==> src/rtl/fetch_sequencer.sv <==
// Program counter and fetch controller: drives instruction memory, registers
// the returned word and hands it to decode over a valid/ready handshake.
module fetch_sequencer #(
  parameter int ADDR_W   = 8,
  parameter int INSTR_W  = 15,
  parameter int PROG_LEN = 15
) (
  input  logic               clk,
  input  logic               reset,
  input  logic               run,
  input  logic               restart,
  input  logic               jump_en,
  input  logic [ADDR_W-1:0]  jump_addr,
  output logic [ADDR_W-1:0]  imem_addr,
  input  logic [INSTR_W-1:0] imem_data,
  output logic [INSTR_W-1:0] instr,
  output logic [ADDR_W-1:0]  instr_pc,
  output logic               instr_valid,
  input  logic               instr_ready,
  output logic               halted,
  output logic               fault
);

  typedef enum logic [2:0] {
    IDLE, FETCH, DRAIN, HALT, FLT
  } state_t;

  localparam logic [ADDR_W:0]   LEN  = (ADDR_W+1)'(PROG_LEN);
  localparam logic [ADDR_W-1:0] LAST = ADDR_W'(PROG_LEN - 1);

  state_t            state;
  logic [ADDR_W-1:0] pc;
  logic              load;
  logic              jump_ok;
  logic              jumping;

  assign imem_addr = pc;
  assign load      = !instr_valid || instr_ready;
  assign jump_ok   = {1'b0, jump_addr} < LEN;
  assign jumping   = jump_en && (state == FETCH || state == DRAIN);

  always_ff @(posedge clk or posedge reset) begin
    if (reset) begin
      state       <= IDLE;
      pc          <= '0;
      instr       <= '0;
      instr_pc    <= '0;
      instr_valid <= 1'b0;
      halted      <= 1'b0;
      fault       <= 1'b0;
    end else if (restart) begin
      state       <= IDLE;
      pc          <= '0;
      instr_valid <= 1'b0;
      halted      <= 1'b0;
      fault       <= 1'b0;
    end else if (jumping) begin
      // a redirect always drops the pending word
      instr_valid <= 1'b0;
      if (jump_ok) begin
        pc    <= jump_addr;
        state <= FETCH;
      end else begin
        state  <= FLT;
        halted <= 1'b1;
        fault  <= 1'b1;
      end
    end else begin
      unique case (state)
        IDLE: begin
          if (run) state <= FETCH;
        end
        FETCH: begin
          if (load) begin
            instr       <= imem_data;
            instr_pc    <= pc;
            instr_valid <= 1'b1;
            if (pc == LAST) state <= DRAIN;
            else            pc    <= pc + 1'b1;
          end
        end
        DRAIN: begin
          if (instr_valid && instr_ready) begin
            instr_valid <= 1'b0;
            state       <= HALT;
            halted      <= 1'b1;
          end
        end
        HALT, FLT: begin
          instr_valid <= 1'b0;
        end
        default: state <= IDLE;
      endcase
    end
  end

endmodule

==> config.mk <==
export PLATFORM = sky130hd
export DESIGN_NAME = fetch_sequencer
export DESIGN_NICKNAME = d
export VERILOG_FILES = /design/src/rtl/fetch_sequencer.sv
export SDC_FILE = /design/constraint.sdc
export NUM_CORES = 1
export LEC_CHECK = 0
export CAP_MARGIN = 0
export CORE_MARGIN = 4
export CORE_UTILIZATION = 62
export DETAILED_ROUTE_END_ITERATION = 16
export DONT_BUFFER_PORTS = 1
export PLACE_DENSITY_LB_ADDON = 0.25
export SETUP_SLACK_MARGIN = 0.02
export SLEW_MARGIN = 10
export SYNTH_ARGS = -nofsm -noshare
export SYNTH_HDL_FRONTEND = slang
export SYNTH_SLANG_ARGS = --single-unit
==> constraint.sdc <==
create_clock -name clk -period 2.1 [get_ports clk]
set_input_delay 0.21 -clock clk [delete_from_list [all_inputs] [get_ports clk]]
set_output_delay 0.21 -clock clk [all_outputs]
set_load 0.005 [all_outputs]
==> summary.md <==
| Metric | Value |
|---|---|
| Status | `finished clean` |
| Fillers | `204` |
| Yosys Warn Count | `0` |
| Synthesis-to-finish area growth | `13.7%` |
| Worst min-delay path startpoint | `jump_en` |
| Via count | `1304` |
| Synth Instances | `154` |
| Routability congestion estimate | `0.930` |
| Post-route setup TNS | `0 ns` |
| Drt wl/cell | `20.1 um` |
| Final hold viol count | `0` |
| PD cells | `934 nW/um^2` |
| Clk slew on worst S/H paths | `0.11 ns` |
| Die H | `62.6 um` |
| Sink Count | `37` |
| Post-CTS Hold Buffers | `13` |
| HP Class | `in2reg` |
| Register-to-register setup slack | `0.24 ns` |
| HPWL Detailed | `2730 um` |
| Net switching power | `592 uW` |
| Total track usage | `0.217` |
| Internal Pwr Total | `1370 uW` |
| Reg power frac | `0.547` |
| Part of the cycle the worst path needs | `0.885` |
| Routed Antenna Nets | `0` |
| Reg area | `926 sq um` |
| Initial core utilization | `0.659` |
| CTS tree | `yes` |
| Leading area contributor after synthesis | `dfrtp_1` |
| Via/cell ratio | `6.36` |
| Post-cts resize count | `0` |
| Area fraction of the dominant cell type after synthesis | `0.501` |
| Achievable Freq | `0.538 GHz` |
| Critical path type | `reg2reg` |
| Core footprint | `2810 sq um` |
| FF+latch count, synth | `37` |
| Antenna Cells | `0` |
| CP Max Fanout | `24` |
| Root Driver | `clkbuf_4` |
| Worst EP required | `2.33 ns` |
| R2r startpoint | `instr_valid` |
| Clock latency on the worst-skew pair | `0.35 ns` |
| Grt ovf | `0` |
| Final wirelength | `4120 um` |
| Max Buffers Root-to-Sink | `2` |
| Drt drc | `0` |
| Total nets after synthesis | `185` |
| Floorplan die width | `62.6 um` |
| Max-slew headroom | `0.587` |
| WP buf/inv | `0` |
| TritonCTS buffer count | `5` |
| Critical Path Source Type | `flop` |
| Multi-input logic area | `855 sq um` |
| Switching share of power | `0.301` |
| Yosys cell types | `39` |
| Logic pwr share | `0.209` |
| Crit end category | `flop` |
| Ranking of synthesized cells by area | `dfrtp_1 (50%), mux2_2 (7.3%), mux2_4 (5.7%)` |
| Peak supply drop | `0.000659 V` |
| Worst R2R Path Depth | `4` |
| Register area share after synthesis | `0.501` |
| # setup viols final | `0` |
| Row cnt | `19` |
| Nets | `205` |
| Drt first pass iters | `4` |
| Final min period | `1.86 ns` |
| Crit path DAT | `2.09 ns` |
| Clock Skews | `0.0128 ns` |
| First-pass GRT wire length | `6660 um` |
| DRT iter0 DRCs | `68` |
| Die Footprint | `3920 sq um` |
| CP max-delay cell | `nand2_2` |
| Average size of a mapped cell | `12.0 sq um` |
| Boundary Pins | `63` |
| Worst Hold Endpoint | `instr_valid` |
| Number of global-route vias before repair | `1291` |
| Share of cells above drive strength 1 | `0.230` |
| RSZ-0062 raised after global routing | `false` |
| I/O Buffers | `0` |
| Setup crit start | `instr_valid` |
| Number of antenna violations at the first check in global routing | `0` |
| Max-slew violations | `0` |
| Post-synth EDFFs | `0` |
| Max_cap viols | `0` |
| Post-CTS Setup Bufs | `0` |
| Hold Path Depth | `3` |
| Fin util | `0.750` |
| RR Endpoint | `instr_pc[2]` |
| Ys async rst share | `1.00` |
| Pleak | `0.000949 uW` |
| Clock power frac | `0.244` |
| Largest net degree at the start of global routing | `25` |
| CP delay by family, top | `simple AND/OR/NAND/NOR gates` |
| Worst path max stage delay | `0.47 ns` |
| Post-Syn Area | `1850 sq um` |
| Most used DFF post-synth | `dfrtp_1` |
| H-tree depth | `2` |
| CP Cell Sequence | `nor2b_1, nor2_1, nand2_2, mux2_2` |
| Worst slew pin tran | `0.619 ns` |
## flip-flops by register name, summed over array words and instances, names as in the netlist
register / count
fault: 1
halted: 1
imem_addr: 8
instr: 15
instr_pc: 8
instr_valid: 1
state: 3
## layer usage
layer  vias to the layer above  wire, um  global-route usage
met1                       646      1600               0.260
met5                         -         0                   0
met2                        53      2130               0.346
met3                         6       334              0.0935
met4                         0        49              0.0771
li1                        599         -                   -
## cells in the final DEF (no fill, tap or decap), types with 5 or more instances in the layout
cell           synthesis  layout
clkbuf_4               0       5
nor2_1                 9       9
mux2_4                 7       7
o2bb2ai_1              7       7
dlygate4sd3_1          0      17
mux2_2                12      12
a21oi_1               10      10
nand2_1                8       8
dfrtp_1               37      37
## power by group through the flow
stage          Combinational [uW]  Clock, uW  Sequential [uW]
5_1_grt                       452        524             1100
2_1_floorplan                 329          0             1030
6_report                      411        480             1070
4_1_cts                       402        488             1070
3_3_place_gp                  359          0             1080
3_5_place_dp                  378          0             1090
## worst min-delay path: stages
cell and delay (ns):
nor3_2 0.03, nand2_1 0.05, nand2_1 0.04
## through the flow
step                area [sq um]  hold WS (ns)  cells  power [uW]  worst slack [ns]
global placement            1860         0.192    181        1440             0.375
finish                      2100        0.0174    205        1960             0.241
detailed placement          1860         0.213    181        1460             0.278
floorplan                   1850         0.342    154        1360             0.515
CTS                         2060       0.00196    201        1960             0.257
global route                2100        0.0312    205        2080             0.109
## layout make-up
class / instances / share of cell area
inverters: 5 / 0.00892
flip-flops and latches: 37 / 0.440
multi-input cells: 105 / 0.406
clock buffers: 5 / 0.0178
repair buffers: 20 / 0.0916
well taps: 31 / 0.0184
clock inverters: 2 / 0.0167
## cell families after synthesis
family,after synthesis,share of synthesized area
DFF,37,0.501
adders and majority gates,2,0.0135
and+or+nand+nor,42,0.129
muxes,25,0.164
AOI/OAI and AO/OA,30,0.127
buffers and inverters,12,0.0372
xor gates and xnor gates,6,0.0284
## how the worst max path moves through the flow
stage,end,slack (ns),cells after the start
after global routing,instr_pc[1],0.11,4
final,instr_pc[2],0.24,4
after global placement,instr[4],0.37,4
after CTS,instr_pc[7],0.26,4
after detailed placement,instr_pc[7],0.28,4
after floorplan,imem_addr[0],0.51,7
## Yosys cell counts (3+ instances only)
| library cell | instances |
|---|---|
| nor4_1 | 3 |
| nand2b_1 | 4 |
| xnor2_1 | 4 |
| inv_1 | 4 |
| nor2_1 | 9 |
| mux2_2 | 12 |
| o21ai_0 | 3 |
| a21oi_1 | 10 |
| dfrtp_1 | 37 |
| o2111ai_1 | 3 |
| mux2_4 | 7 |
| nand3_1 | 3 |
| mux2_1 | 3 |
| o2bb2ai_1 | 7 |
| mux2i_1 | 3 |
| nor3_1 | 3 |
| nand2_1 | 8 |
(Power assumes the default switching activity.)
